File: config.mk
export PLATFORM = sky130hd
export DESIGN_NAME = ul4_arb_flat
export DESIGN_NICKNAME = d
export VERILOG_FILES = /design/src/rtl/ul4_arb_if.sv /design/src/rtl/ul4_arb.sv /design/src/flat_wrapper.sv
export SDC_FILE = /design/constraint.sdc
export NUM_CORES = 1
export LEC_CHECK = 0
export BUFFER_PORTS_ARGS = -buffer_cell sky130_fd_sc_hd__buf_4
export CAP_MARGIN = 10
export CORE_UTILIZATION = 45
export CTS_BUF_LIST = sky130_fd_sc_hd__clkbuf_16
export DETAILED_ROUTE_END_ITERATION = 6
export PLACE_DENSITY = 0.7
export SETUP_SLACK_MARGIN = 0.05
export SKIP_LAST_GASP = 1
export SLEW_MARGIN = 20
export SYNTH_ARGS = -nofsm -noshare
export SYNTH_HDL_FRONTEND = slang
export SYNTH_SLANG_ARGS = --single-unit
File: constraint.sdc
create_clock -name clk -period 3.9 [get_ports clk]
set_input_delay 0.195 -clock clk [delete_from_list [all_inputs] [get_ports clk]]
set_output_delay 0.195 -clock clk [all_outputs]
set_load 0.01 [all_outputs]
File: src/rtl/ul4_arb_if.sv
// Handshake bundle between two command requesters, the ul4_arb arbiter and its
// response consumer.
interface ul4_arb_if;
  logic       req0_valid;
  logic       req0_ready;
  logic [3:0] req0_A;
  logic [3:0] req0_B;
  logic [1:0] req0_S;
  logic       req1_valid;
  logic       req1_ready;
  logic [3:0] req1_A;
  logic [3:0] req1_B;
  logic [1:0] req1_S;
  logic       rsp_valid;
  logic       rsp_ready;
  logic       rsp_id;
  logic [3:0] rsp_Out;
  logic       busy;

  modport slave (
    input  req0_valid, req0_A, req0_B, req0_S,
    input  req1_valid, req1_A, req1_B, req1_S,
    input  rsp_ready,
    output req0_ready, req1_ready,
    output rsp_valid, rsp_id, rsp_Out, busy
  );

  modport master (
    output req0_valid, req0_A, req0_B, req0_S,
    output req1_valid, req1_A, req1_B, req1_S,
    output rsp_ready,
    input  req0_ready, req1_ready,
    input  rsp_valid, rsp_id, rsp_Out, busy
  );
endinterface

File: src/rtl/ul4_arb.sv
// Round-robin arbiter/sequencer for the shared 4-bit logic unit ul4.
// Define UL4_ARB_FAST_EN to drop EXEC and compute the result on the accepting edge.
//
//   state   | meaning
//   --------+-----------------------------------------------
//   IDLE    | arbitrate and accept one command
//   EXEC    | ul4 evaluates latched operands (absent in fast build)
//   RESP    | result held on the response channel until taken

module ul4 (
  input  logic [3:0] a_i,
  input  logic [3:0] b_i,
  input  logic [1:0] s_i,
  output logic [3:0] out_o
);
  always_comb begin
    case (s_i)
      2'b00:   out_o = a_i & b_i;
      2'b01:   out_o = a_i | b_i;
      2'b10:   out_o = a_i ^ b_i;
      default: out_o = ~a_i;
    endcase
  end
endmodule

module ul4_arb #(
  parameter bit INIT_PRIO = 1'b0
) (
  input  logic      clk,
  input  logic      rst_n,
  ul4_arb_if.slave  bus
);
  localparam logic [1:0] ST_IDLE = 2'd0;
  localparam logic [1:0] ST_EXEC = 2'd1;
  localparam logic [1:0] ST_RESP = 2'd2;

  logic [1:0] state_q, state_d;
  logic       prio_q, prio_d;
  logic       rsp_valid_q, rsp_valid_d;
  logic [3:0] rsp_out_q, rsp_out_d;
  logic       rsp_id_q, rsp_id_d;

  logic       grant0, grant1, accept, grant_id;
  logic [3:0] sel_a, sel_b, ul_a, ul_b, ul_out;
  logic [1:0] sel_s, ul_s;

  assign grant0 = bus.req0_valid & (~bus.req1_valid | ~prio_q);
  assign grant1 = bus.req1_valid & (~bus.req0_valid |  prio_q);

  assign bus.req0_ready = (state_q == ST_IDLE) & grant0 & rst_n;
  assign bus.req1_ready = (state_q == ST_IDLE) & grant1 & rst_n;

  assign accept   = bus.req0_ready | bus.req1_ready;
  assign grant_id = bus.req1_ready;

  assign sel_a = grant_id ? bus.req1_A : bus.req0_A;
  assign sel_b = grant_id ? bus.req1_B : bus.req0_B;
  assign sel_s = grant_id ? bus.req1_S : bus.req0_S;

`ifdef UL4_ARB_FAST_EN
  assign ul_a = sel_a;
  assign ul_b = sel_b;
  assign ul_s = sel_s;
`else
  logic [3:0] a_q, b_q;
  logic [1:0] s_q;
  logic       id_q;

  // Operands are captured only on the accepting edge; later input changes are ignored.
  always_ff @(posedge clk or negedge rst_n) begin
    if (!rst_n) begin
      a_q  <= 4'd0;
      b_q  <= 4'd0;
      s_q  <= 2'd0;
      id_q <= 1'b0;
    end else if (accept) begin
      a_q  <= sel_a;
      b_q  <= sel_b;
      s_q  <= sel_s;
      id_q <= grant_id;
    end
  end

  assign ul_a = a_q;
  assign ul_b = b_q;
  assign ul_s = s_q;
`endif

  ul4 u_ul4 (
    .a_i   (ul_a),
    .b_i   (ul_b),
    .s_i   (ul_s),
    .out_o (ul_out)
  );

  always_comb begin
    state_d     = state_q;
    prio_d      = prio_q;
    rsp_valid_d = rsp_valid_q;
    rsp_out_d   = rsp_out_q;
    rsp_id_d    = rsp_id_q;
    case (state_q)
      ST_IDLE: begin
        if (accept) begin
          prio_d = ~grant_id;
`ifdef UL4_ARB_FAST_EN
          rsp_out_d   = ul_out;
          rsp_id_d    = grant_id;
          rsp_valid_d = 1'b1;
          state_d     = ST_RESP;
`else
          state_d = ST_EXEC;
`endif
        end
      end
      ST_EXEC: begin
`ifdef UL4_ARB_FAST_EN
        state_d = ST_IDLE;
`else
        rsp_out_d   = ul_out;
        rsp_id_d    = id_q;
        rsp_valid_d = 1'b1;
        state_d     = ST_RESP;
`endif
      end
      ST_RESP: begin
        if (bus.rsp_ready) begin
          rsp_valid_d = 1'b0;
          state_d     = ST_IDLE;
        end
      end
      default: state_d = ST_IDLE;
    endcase
  end

  always_ff @(posedge clk or negedge rst_n) begin
    if (!rst_n) begin
      state_q     <= ST_IDLE;
      prio_q      <= INIT_PRIO;
      rsp_valid_q <= 1'b0;
      rsp_out_q   <= 4'd0;
      rsp_id_q    <= 1'b0;
    end else begin
      state_q     <= state_d;
      prio_q      <= prio_d;
      rsp_valid_q <= rsp_valid_d;
      rsp_out_q   <= rsp_out_d;
      rsp_id_q    <= rsp_id_d;
    end
  end

  assign bus.rsp_valid = rsp_valid_q;
  assign bus.rsp_Out   = rsp_out_q;
  assign bus.rsp_id    = rsp_id_q;
  assign bus.busy      = (state_q != ST_IDLE);
endmodule

File: src/flat_wrapper.sv
// flat-port wrapper written by rule: the top's interface ports become plain ports
module ul4_arb_flat 
#(
  parameter bit INIT_PRIO = 1'b0
)
  (clk, rst_n, bus_req0_valid, bus_req0_A, bus_req0_B, bus_req0_S, bus_req1_valid, bus_req1_A, bus_req1_B, bus_req1_S, bus_rsp_ready, bus_req0_ready, bus_req1_ready, bus_rsp_valid, bus_rsp_id, bus_rsp_Out, bus_busy);
  ul4_arb_if bus_i ();
  input  logic clk;
  input  logic rst_n;
  input wire logic [$bits(bus_i.req0_valid)-1:0] bus_req0_valid;
  input wire logic [$bits(bus_i.req0_A)-1:0] bus_req0_A;
  input wire logic [$bits(bus_i.req0_B)-1:0] bus_req0_B;
  input wire logic [$bits(bus_i.req0_S)-1:0] bus_req0_S;
  input wire logic [$bits(bus_i.req1_valid)-1:0] bus_req1_valid;
  input wire logic [$bits(bus_i.req1_A)-1:0] bus_req1_A;
  input wire logic [$bits(bus_i.req1_B)-1:0] bus_req1_B;
  input wire logic [$bits(bus_i.req1_S)-1:0] bus_req1_S;
  input wire logic [$bits(bus_i.rsp_ready)-1:0] bus_rsp_ready;
  output wire logic [$bits(bus_i.req0_ready)-1:0] bus_req0_ready;
  output wire logic [$bits(bus_i.req1_ready)-1:0] bus_req1_ready;
  output wire logic [$bits(bus_i.rsp_valid)-1:0] bus_rsp_valid;
  output wire logic [$bits(bus_i.rsp_id)-1:0] bus_rsp_id;
  output wire logic [$bits(bus_i.rsp_Out)-1:0] bus_rsp_Out;
  output wire logic [$bits(bus_i.busy)-1:0] bus_busy;
  assign bus_i.req0_valid = bus_req0_valid;
  assign bus_i.req0_A = bus_req0_A;
  assign bus_i.req0_B = bus_req0_B;
  assign bus_i.req0_S = bus_req0_S;
  assign bus_i.req1_valid = bus_req1_valid;
  assign bus_i.req1_A = bus_req1_A;
  assign bus_i.req1_B = bus_req1_B;
  assign bus_i.req1_S = bus_req1_S;
  assign bus_i.rsp_ready = bus_rsp_ready;
  assign bus_req0_ready = bus_i.req0_ready;
  assign bus_req1_ready = bus_i.req1_ready;
  assign bus_rsp_valid = bus_i.rsp_valid;
  assign bus_rsp_id = bus_i.rsp_id;
  assign bus_rsp_Out = bus_i.rsp_Out;
  assign bus_busy = bus_i.busy;
  ul4_arb #(.INIT_PRIO(INIT_PRIO)) u_core (.clk(clk), .rst_n(rst_n), .bus(bus_i));
endmodule
==> impl_results.md <==
* Estimated wirelength of the detail-placed design at 1.848 mm
* Hold violation total from the final report at 0
* Number of global-route vias before repair at 919
* Area growth, synth to finish at 25.84%
* Leakage at 0.7399 nW
* Critical path's most frequent cell: sky130_fd_sc_hd__buf_4
* Setup Slack @ Placement at 1.744 ns
* Initial antenna violation count at 0
* CP max stage delay at 0.71 ns
* Endpoint type of the worst setup path: primary output
* Total track usage at 18.29%
* Worst-case headroom to the max-slew limit at between 20% and 30%
* Maximum root-to-sink buffer count at 2
* Clock tree from TritonCTS: yes
* Kind of critical path: input pin to primary output
* Filler cells at around 220
* Post-DRT Antenna Nets at 0
* Worst-path clk slew at 0.05 ns
* Critical-path top delay cell: sky130_fd_sc_hd__nor3b_4
* Top Family by Delay on Critical Path: simple AND/OR/NAND/NOR gates
* Critical path data arrival time at 2.17 ns
* Max frequency at between 400 and 500 MHz
* Class of the tightest hold or removal check: input pin to flop
* Critical path, cell by cell: dlygate4sd3_1 -> buf_4 -> nor3b_4 -> and3_1 -> buf_4
* Routability cong. at between 0.7 and 0.8
* Mean instance size in the synthesized netlist at between 10 and 15 um^2
* Area leader, netlist: sky130_fd_sc_hd__dfrtp_1
* Buffers and inverters on the worst path at 3
* Clock Skews at between 0.0015 and 0.002 ns
* Post-synth design cell area at ~0.0013 mm^2
* Diodes inserted at 0
* Post-route worst setup slack at 1.537 ns
* Detailed-route via count at 964
* Number of buffers created by CTS at 3
* Post-route DRC violation count at 0
* Number of nets in the layout at ~180
* Overall overflow remaining after global route at 0
* Final Hold Slack at 0.1503 ns
* Port-buffer cells at 33
* H-tree depth at 1
* Share of final-layout standard cells stronger than drive strength 1 at 38.00%
* Synthesized instance count at approximately 120
* Net count after synthesis at 156
* Fraction of synthesized cell area taken by the top area cell type at 39.45%
* Pwr Density at roughly 630 mW/mm^2
* Synth warn at 0
* Slew of the pin with the lowest slew margin at around 1.1 ns
* Setup TNS at 0 ns
* Pins over their slew limit at 0
* Largest net degree at the start of global routing at 23
* Die span in y at 55.10 um
* Post-layout utilization of the core at 62.18%
* Die footprint at 0.003035 mm^2
* Root buffer selected by CTS: sky130_fd_sc_hd__clkbuf_16
* Startpoint kind of the worst setup timing path: input pin
* Part of the Yosys area used for sequential elements at 39.45%
* Num rows at 18
* Skew-Pair Late Insertion Delay at 0.25 ns
* Worst vdd rail ir drop at ~0.42 mV
* DIE WIDTH at ~55 um
* Unrepaired setup endpoints after global routing: false
* Average wire per cell in the routed design at 13.18 um
* Length of the first detailed-routing pass in iterations at 4
* Final worst path period share at roughly 61%
* First-pass GRT wire length at 3.933 mm
* I/O pin count at 34
* Required arrival time at the worst endpoint at between 3 and 4 ns
* Standard cell core area at about 0.0026 mm^2
* Number of failing setup endpoints in the final timing report at 0
* Total length of routed wires at roughly 2.4 mm
* Unique masters post-synth at 24
* Crit path max fanout at 22
* Dominant cells by area after synthesis: sky130_fd_sc_hd__dfrtp_1, sky130_fd_sc_hd__o31ai_2, sky130_fd_sc_hd__ha_1, sky130_fd_sc_hd__mux4_2, sky130_fd_sc_hd__a31oi_1
* Minimum period implied by the final worst setup slack at 2.363 ns
* Detail-routed via count per cell at around 5.4
* Clock sink count at 20
* Number of synthesized register bits at 20
* Result of the run: finished clean
* Setup fix buffers added after clock tree synthesis at 0
* Starting utilization of the core area at ~49%
* Max-Cap Viols at 0
* DRC marker count from the first detailed-route iteration at 9
## stage by stage
stage,instance area [um^2],instances,total power [mW]
finish,1597,180,1.003
global placement,1501,175,0.7840
global route,1597,180,1.084
detailed placement,1501,175,0.8003
floorplan,1269,123,0.6701
CTS,1590,180,1.012
## final cells by class
class,count,area (um^2),area share (%)
inverter,16,60.06,3.762
tap,30,37.54,2.351
clock buffer,3,75.07,4.702
clock inverter,1,3.754,0.2351
sequential,20,500.5,31.35
timing repair buffer,34,257.7,16.14
multi-input combinational,76,661.9,41.46
## per-layer routing
layer  wire length, um  GRT usage [%]  vias up
met5                 0              0        -
li1                  -              -      497
met1              1149          24.53      432
met3               115          3.279        2
met4                27          8.333        0
met2              1079          28.51       33
## cell usage in the layout (no fill, tap or decap)
cell and n:
sky130_fd_sc_hd__buf_4 33, sky130_fd_sc_hd__o21ai_0 2, sky130_fd_sc_hd__a21oi_1 12, sky130_fd_sc_hd__nand4_1 10, sky130_fd_sc_hd__clkinv_1 1, sky130_fd_sc_hd__nor3_1 1, sky130_fd_sc_hd__nand2_1 4, sky130_fd_sc_hd__nor2b_1 1
sky130_fd_sc_hd__nand2b_1 3, sky130_fd_sc_hd__dfrtp_1 20, sky130_fd_sc_hd__nor3b_4 1, sky130_fd_sc_hd__or3b_1 1, sky130_fd_sc_hd__and3_1 1, sky130_fd_sc_hd__mux4_2 4, sky130_fd_sc_hd__dlygate4sd3_1 1, sky130_fd_sc_hd__or2_2 2
sky130_fd_sc_hd__mux2_2 4, sky130_fd_sc_hd__a21o_1 1, sky130_fd_sc_hd__inv_1 16, sky130_fd_sc_hd__ha_1 8, sky130_fd_sc_hd__o31ai_2 10, sky130_fd_sc_hd__clkbuf_16 3, sky130_fd_sc_hd__a31oi_1 10, sky130_fd_sc_hd__o21bai_1 1
## power breakdown
part,internal [mW],switching (mW)
logic,0.228,0.188
clock network,0.136,0.0694
registers,0.300,0.0820
total,0.663,0.340
## cell usage after synthesis (all sizes together)
| master | number |
|---|---|
| or3b | 1 |
| mux4 | 4 |
| o21bai | 1 |
| o21ai | 2 |
| buf | 5 |
| dfrtp | 20 |
| a31oi | 10 |
| inv | 16 |
| clkbuf | 6 |
| nor3b | 1 |
| o31ai | 10 |
| nand2 | 4 |
| ha | 8 |
| and3 | 1 |
| a21oi | 12 |
| nand4 | 10 |
| nand2b | 3 |
| nor3 | 1 |
| or2 | 2 |
| a21o | 1 |
| nor2b | 1 |
| mux2 | 4 |
## cell families after synthesis
logic type / count (synthesis) / share of synthesized area, %
and+or+nand+nor: 24 / 11.64
buffers and inverters: 27 / 8.875
adders and majority gates: 8 / 7.890
muxes: 8 / 10.65
DFF: 20 / 39.45
AOI/OAI and AO/OA: 36 / 21.50
## sequential cells by signal, summed over array words and instances (netlist names)
signal,count
u_core.bus.rsp_valid,1
u_core.a_q,4
u_core.state_q,2
u_core.prio_q,1
u_core.bus.rsp_Out,4
u_core.id_q,1
u_core.b_q,4
u_core.s_q,2
u_core.bus.rsp_id,1
## repair_timing
| item | 4_1_cts | 5_1_grt |
|---|---|---|
| endpoints found under the hold margin | 20 | 0 |
| hold buffers | 1 | 0 |
| gates resized for setup | 0 | 0 |
## path summary, 6_finish.rpt
kind,start,end,cells after the start,slack (ns)
worst max-delay path,rst_n,bus_req0_ready,5,1.54
worst min-delay path,bus_rsp_ready,u_core.state_q[1],2,0.15
worst max register to register,u_core.state_q[1],u_core.b_q[2],4,2.06
worst min register to register,u_core.bus.rsp_id,u_core.bus.rsp_id,2,0.48
max in group asynchronous,rst_n,u_core.bus.rsp_Out[3],2,3.32
min in group asynchronous,rst_n,u_core.b_q[3],2,0.37
Note: power is estimated with default switching activity, not from simulation.
